--- config.mk ---
export PLATFORM = sky130hd
export DESIGN_NAME = alu64_sequencer
export DESIGN_NICKNAME = d
export VERILOG_FILES = /design/src/rtl/alu64_sequencer.sv
export SDC_FILE = /design/constraint.sdc
export NUM_CORES = 1
export LEC_CHECK = 0
export ABC_AREA = 1
export CORE_MARGIN = 10
export CORE_UTILIZATION = 52
export DETAILED_ROUTE_END_ITERATION = 10
export PLACE_DENSITY = 0.91
export SLEW_MARGIN = 20
export SYNTH_ARGS = -nofsm -noshare
export SYNTH_HDL_FRONTEND = slang
export SYNTH_SLANG_ARGS = --single-unit
--- constraint.sdc ---
create_clock -name clk -period 4.3 [get_ports clk]
set_input_delay 0.645 -clock clk [delete_from_list [all_inputs] [get_ports clk]]
set_output_delay 0.645 -clock clk [all_outputs]
set_load 0.005 [all_outputs]
--- src/rtl/alu64_sequencer.sv ---
// Runs a 64-bit request on a 32-bit registered ALU as two chained passes, low word then high word.
// Returns the combined result and a flag over a valid/ready handshake.
module alu64_sequencer (
    input  logic        clk,
    input  logic        rst,
    input  logic        in_valid,
    output logic        in_ready,
    input  logic [2:0]  in_op,
    input  logic [63:0] in_a,
    input  logic [63:0] in_b,
    input  logic        in_cin,
    output logic        out_valid,
    input  logic        out_ready,
    output logic [63:0] out_data,
    output logic        out_flag,
    output logic        out_err,
    output logic [2:0]  alu_sel,
    output logic [31:0] alu_a,
    output logic [31:0] alu_b,
    output logic        alu_cin,
    input  logic [31:0] alu_sum,
    input  logic        alu_cout
);

    typedef enum logic [2:0] {IDLE, WAIT_LO, CAP_LO, WAIT_HI, CAP_HI, DONE} state_t;

    localparam logic [2:0] OP_ADD  = 3'b000;
    localparam logic [2:0] OP_SUB  = 3'b001;
    localparam logic [2:0] OP_SHL  = 3'b010;
    localparam logic [2:0] OP_LTU  = 3'b011;
    localparam logic [2:0] OP_EQ   = 3'b100;
    localparam logic [2:0] SEL_ADD = 3'b000;
    localparam logic [2:0] SEL_EQ  = 3'b100;
    localparam logic [2:0] SEL_NOP = 3'b111;

    typedef struct packed {
        logic [2:0]  sel;
        logic [31:0] a;
        logic [31:0] b;
        logic        cin;
    } drive_t;

    localparam drive_t IDLE_DRIVE = '{sel: SEL_NOP, a: 32'd0, b: 32'd0, cin: 1'b0};

    // carry is in_cin on the low pass and the captured low-word carry on the high pass
    function automatic drive_t word_drive(input logic [2:0] op, input logic [31:0] a,
                                          input logic [31:0] b, input logic lo_pass,
                                          input logic carry);
        drive_t d;
        d = IDLE_DRIVE;
        case (op)
            OP_ADD: begin
                d.sel = SEL_ADD; d.a = a; d.b = b; d.cin = carry;
            end
            OP_SUB, OP_LTU: begin
                d.sel = SEL_ADD; d.a = a; d.b = ~b; d.cin = lo_pass ? 1'b1 : carry;
            end
            OP_SHL: begin
                d.sel = SEL_ADD; d.a = a; d.b = a; d.cin = lo_pass ? 1'b0 : carry;
            end
            OP_EQ: begin
                d.sel = SEL_EQ; d.a = a; d.b = b; d.cin = 1'b0;
            end
            default: d = IDLE_DRIVE;
        endcase
        return d;
    endfunction

    state_t      state_reg, state_next;
    logic [2:0]  op_reg;
    logic [31:0] a_hi_reg, b_hi_reg, lo_res_reg;
    logic        c_lo_reg;
    drive_t      drive_reg, drive_next;
    logic        in_ready_reg, in_ready_next;
    logic        out_valid_reg, out_valid_next;
    logic [63:0] out_data_reg, out_data_next;
    logic        out_flag_reg, out_flag_next;
    logic        out_err_reg, out_err_next;

    always_ff @(posedge clk) begin
        if (rst) state_reg <= IDLE;
        else     state_reg <= state_next;
    end

    always_comb begin
        state_next = state_reg;
        case (state_reg)
            IDLE:    if (in_valid) state_next = WAIT_LO;
            WAIT_LO: state_next = CAP_LO;
            CAP_LO:  state_next = WAIT_HI;
            WAIT_HI: state_next = CAP_HI;
            CAP_HI:  state_next = DONE;
            DONE:    if (out_ready) state_next = IDLE;
            default: state_next = IDLE;
        endcase
    end

    // Computes the next value of every registered output from the current state.
    always_comb begin
        drive_next     = drive_reg;
        out_data_next  = out_data_reg;
        out_flag_next  = out_flag_reg;
        out_err_next   = out_err_reg;
        in_ready_next  = (state_next == IDLE);
        out_valid_next = (state_next == DONE);
        case (state_reg)
            IDLE: if (in_valid)
                drive_next = word_drive(in_op, in_a[31:0], in_b[31:0], 1'b1, in_cin);
            CAP_LO:
                drive_next = word_drive(op_reg, a_hi_reg, b_hi_reg, 1'b0, alu_cout);
            CAP_HI: begin
                drive_next   = IDLE_DRIVE;
                out_err_next = 1'b0;
                case (op_reg)
                    OP_ADD, OP_SUB: begin
                        out_data_next = {alu_sum, lo_res_reg};
                        out_flag_next = alu_cout;
                    end
                    OP_SHL: begin
                        out_data_next = {alu_sum, lo_res_reg};
                        out_flag_next = a_hi_reg[31];
                    end
                    OP_LTU: begin
                        out_data_next = {alu_sum, lo_res_reg};
                        out_flag_next = ~alu_cout;
                    end
                    OP_EQ: begin
                        out_data_next = 64'd0;
                        out_flag_next = c_lo_reg & alu_cout;
                    end
                    default: begin
                        out_data_next = 64'd0;
                        out_flag_next = 1'b0;
                        out_err_next  = 1'b1;
                    end
                endcase
            end
            default: ;
        endcase
    end

    always_ff @(posedge clk) begin
        if (rst) begin
            op_reg        <= 3'd0;
            a_hi_reg      <= 32'd0;
            b_hi_reg      <= 32'd0;
            lo_res_reg    <= 32'd0;
            c_lo_reg      <= 1'b0;
            drive_reg     <= IDLE_DRIVE;
            in_ready_reg  <= 1'b1;
            out_valid_reg <= 1'b0;
            out_data_reg  <= 64'd0;
            out_flag_reg  <= 1'b0;
            out_err_reg   <= 1'b0;
        end else begin
            if (state_reg == IDLE && in_valid) begin
                op_reg   <= in_op;
                a_hi_reg <= in_a[63:32];
                b_hi_reg <= in_b[63:32];
            end
            if (state_reg == CAP_LO) begin
                lo_res_reg <= alu_sum;
                c_lo_reg   <= alu_cout;
            end
            drive_reg     <= drive_next;
            in_ready_reg  <= in_ready_next;
            out_valid_reg <= out_valid_next;
            out_data_reg  <= out_data_next;
            out_flag_reg  <= out_flag_next;
            out_err_reg   <= out_err_next;
        end
    end

    assign in_ready  = in_ready_reg;
    assign out_valid = out_valid_reg;
    assign out_data  = out_data_reg;
    assign out_flag  = out_flag_reg;
    assign out_err   = out_err_reg;
    assign alu_sel   = drive_reg.sel;
    assign alu_a     = drive_reg.a;
    assign alu_b     = drive_reg.b;
    assign alu_cin   = drive_reg.cin;

endmodule

# Word level (Yosys, flattened, before mapping)
# Index checks and enable logic that the tools add are counted.
# totals
ff_bits,239
latch_bits,0
ramBits,0
romBits,0
in_bits,169
out_inout_bits,136
wordCells,56
mem_count,0
# classes
addsub,0
n_mul,0
div_mod_pow,0
magnitude_cmp,0
eq_ne,15
shifts,0
n_mux,10
bitwise_logic,4
n_reduce_logical,12
# ops
op,n
case mux 68 bit (4 select lines),2
case mux 68 bit (3 select lines),1
2-to-1 mux 68 bit,1
2-to-1 mux 64 bit,1
inverter 32 bit,2
"equality test 3 x 2 -> 1 bit, second input constant",6
case mux 3 bit (6 select lines),1
"equality test 3 bit, second input constant",5
logical NOT 3 bit,4
"equality test 3 x 1 -> 1 bit, second input constant",3
2-to-1 mux 3 bit,2
OR reduction 2 bit,3
OR reduction 5 bit,1
case mux 1 bit (4 select lines),1
OR reduction 4 bit,1
nonzero test 3 bit,1
"inequality test 2 bit, second input constant",1
AND reduction 2 bit,1
bitwise AND 1 bit,1
logical AND 1 bit,1
2-to-1 mux 1 bit,1
inverter 1 bit,1

# Depth between registers and ports, before layout
# logic_depth
ltp_word,5
ltp_mapped,10
ltp_nobuf,9

# Least setup slack after synthesis
# OpenSTA, ideal clock, no wires.
# synth_timing
kind,input to register
start,in in_op[1]
end,"reg drive_reg, in the netlist alu_b[22]"
t_arrival_ns,1.677
t_required_ns,4.230
slack_ns,2.553
path_stages,9
cell_sequence,clkbuf_1 nor2_2 clkbuf_1 nand2_1 nand3_1 nand2_1 nand2_1 inv_1 a21oi_1
# synth_via
elab_chain_len,5
# synth_rtl
item,line_no,rtl
"start, declared",8,"input logic [2:0] in_op,"
equality test 3 x 1 -> 1 bit / equality test 3 x 2 -> 1 bit (equally long branches),51,case (op)
OR reduction 2 bit,51,
case mux 68 bit (4 select lines) (*),51,
2-to-1 mux 68 bit (*),107,IDLE: if (in_valid)
case mux 68 bit (3 select lines) (*),106,case (state_reg)
"end signal, assigned",165,drive_reg <= drive_next;
"end, declared",73,"drive_t drive_reg, drive_next;"
# Mark *: on every way between the ends. The rest lies on a longest branch, timed or not. The select of a mux whose other input is x is not followed.
# A chain may end at the register's enable or synchronous reset.

# Worst setup path in the final report
# layout_timing
start,reg state_reg[0]
end,"reg drive_reg, in the netlist alu_a[10]"
# layout_via
elab_chain_len,3
# layout_rtl
item,line_no,rtl
"start, declared",69,"state_t state_reg, state_next;"
"start signal, assigned",82,else state_reg <= state_next;
equality test 3 x 2 -> 1 bit (tied with other cells),106,
nonzero test 3 bit (no source line) / inequality test 2 bit (equally long branches),n/a,
AND reduction 2 bit (no source line),n/a,
# Parallel ways exist; a longest one is shown, timed or not.

==> impl_metrics.tcl <==
set metrics [dict create \
    cts_made_buffers 24 \
    nNetsFinal 1964 \
    ir_drop_uv 310 \
    crit_arrival_ps 3370 \
    grtUsageTotal 0.272 \
    async_reset_ff_frac 0 \
    grt_setup_unrepaired "no" \
    maxCapViolations 0 \
    cpMaxStageDelayCell "nand2_2" \
    cp.required_ps 4770 \
    crit_top_cell "nor2_1" \
    cts_root_buf "clkbuf_16" \
    viasPerCell 5.57 \
    core_area_um2 20200 \
    drt_iter0_markers 1107 \
    synth_largest_area_cell "dfxtp_1" \
    ctsHoldBuffers 0 \
    final_hold_viol_count 0 \
    slew-limit-headroom 0.268 \
    synth_top_area_share 0.446 \
    hpwl_um 26500 \
    holdCritStartpoint "b_hi_reg[23]" \
    worst-path-buf-inv 2 \
    status "finished, final reports clean" \
    finalSetupViolCount 0 \
    grt_pass1_wl_um 59300 \
    utilization 0.718 \
    crit_fanout 46 \
    crit_type "flop to flop" \
    critPathTopFamily "simple AND/OR/NAND/NOR gates" \
    via_count 11604 \
    clockBufferDepth 3 \
    die-height_um 163 \
    worst_pin_slew_ps 1100 \
    period_minus_slack_ps 2900 \
    row_count 52 \
    largest_reg_flops 64 \
    setup_tns_ps 0 \
    drive_above_1_share 0.0436 \
    synthTopCellsByArea "dfxtp_1 45%, o21ai_0 9.5%, nand2_1 9.3%" \
    dpl_worst_slack_ps 1370 \
    ys.flop_type "dfxtp_1" \
    grt_pass1_vias 11034 \
    cts_resized 0 \
    cts.sinks 238 \
    setup_slack_ps 1400 \
    antenna_found_initial 7 \
    timing.critical_path.from "state_reg[0]" \
    finalCritPeriodShare 0.675 \
    endpoint_kind "flop" \
    rr_worst_depth 9 \
    synth_common_cells "264 x nand2_1, 238 x dfxtp_1, 202 x o21ai_0" \
    grt_max_degree 106 \
    wl_per_cell_um 18.4 \
    cp-start-kind "flop" \
    powerDensity_nw_per_um2 441 \
    yosys_warnings 0 \
    area_growth_pct 36.2 \
    r2r-start "state_reg[0]" \
    ios 305 \
    path_clk_slew_ps 70 \
    cts_tree "built" \
    final_area_um2 14500 \
    first_pass_iters 6 \
    synth_edf_count 0 \
    synthCells 1571 \
    clk_latency_ps 530 \
    cts_htree_levels 1 \
    hold_class "flop to flop" \
    synth_seq_area_share 0.446 \
    hold_depth 2 \
    max_stage_delay_ps 530 \
    min_to "b_hi_reg[23]" \
    place_congestion 0.908 \
    overflow 0 \
    whs_ps 457 \
    placed_area_um2 13700 \
    synth.most_common_cell "nand2_1" \
    r2r_end "alu_a[10]" \
    synth_area_um2 10700 \
    ant_nets 0 \
    ys_ff_latch 238 \
    postSynthAreaPerCell_um2 6.79 \
    drv_slew 0 \
    rrSetupSlack_ps 1400 \
    io_buffers 304 \
    drcViolationCount 0 \
    synth_cell_type_count 24 \
    post_cts_buffers 0 \
    fmax_ghz 0.345 \
    syn_nets 1740 \
    die_w_um 163 \
    leakage_nw 5.80 \
    finalClockSkew_ps 19.2 \
    crit_chain "nor2_2, nand2_2, inv_4, nor2_8, o21ai_4, buf_16, nor2_1, nor2_1, nor2_1" \
    start_util 0.527 \
    drt_wl_total_um 38400 \
    num-fill-cells 1558 \
    dieArea_um2 26700 \
]
stage by stage:
stage / power (W) / std cells
final: 0.00640 / 2085
after global routing: 0.00668 / 2083
after CTS: 0.00638 / 2079
after detailed placement: 0.00418 / 2038
after global placement: 0.00413 / 2038
after floorplan: 0.00347 / 1571
power by group:
| part | internal (W) | leakage [nW] | total [W] | switching [W] |
|---|---|---|---|---|
| Clock | 0.00133 | 0.401 | 0.00222 | 0.000886 |
| Combinational | 0.000652 | 3.45 | 0.00155 | 0.000899 |
| Sequential | 0.00246 | 1.95 | 0.00263 | 0.000171 |
| Total | 0.00445 | 5.80 | 0.00640 | 0.00196 |
cell type report:
cell class,instances,area [µm²],share of cell area
Sequential cell,238,4760,0.328
Antenna cell,5,12.5,0.000861
Multi-Input combinational cell,1046,4780,0.329
Clock buffer,32,671,0.0461
Tap cell,270,338,0.0232
Timing Repair Buffer,317,3170,0.218
Inverter,168,637,0.0438
Clock inverter,9,161,0.0111
worst max path at each step:
stage / end / slack, ps / cells past startpoint
floorplan: alu_b[22] / 2550 / 9
global placement: alu_b[11] / 1370 / 8
detailed placement: alu_b[23] / 1370 / 9
CTS: alu_a[31] / 1430 / 8
global route: alu_a[10] / 1190 / 9
finish: alu_a[10] / 1400 / 9
kinds of logic after synthesis:
group | count (synthesis) | share of synthesized area
AO/OA/AOI/OAI | 396 | 0.190
buffers and inverters | 287 | 0.108
flip-flops | 238 | 0.446
AND/OR/NAND/NOR | 650 | 0.255
layer usage:
metal  up-vias  global-route usage  part of all wire
li1       5521                   -                 -
met1      5315               0.320              0.36
met2       639               0.443              0.47
met3       123              0.0838              0.12
met4         6               0.130             0.049
met5         -                   0            0.0013
worst min-delay path, delay by kind of cell, from the launching register on:
family / cells / cell delay (ps)
flops: 1 / 320
buf+inv: 1 / 50
compound gates: 1 / 50
cells in the final DEF (no fill, tap or decap), types with 2 or more instances in the layout:
cell	synthesis	layout
clkdlybuf4s50_1	0	303
buf_4	3	11
a21oi_1	175	175
inv_1	164	161
nand2_1	264	264
nand3_1	176	175
o21ai_0	202	202
dfxtp_1	238	238
o21ai_1	5	5
nor2_4	1	3
inv_2	3	4
clkinvlp_4	0	2
clkbuf_1	79	4
clkbuf_16	0	24
inv_4	1	2
clkinv_2	0	3
nor2_2	13	13
o211ai_1	13	13
nor2_1	191	189
bufinv_16	0	4
clkbuf_8	0	4
diode_2	0	5
Power figures use the tool's default switching activity.
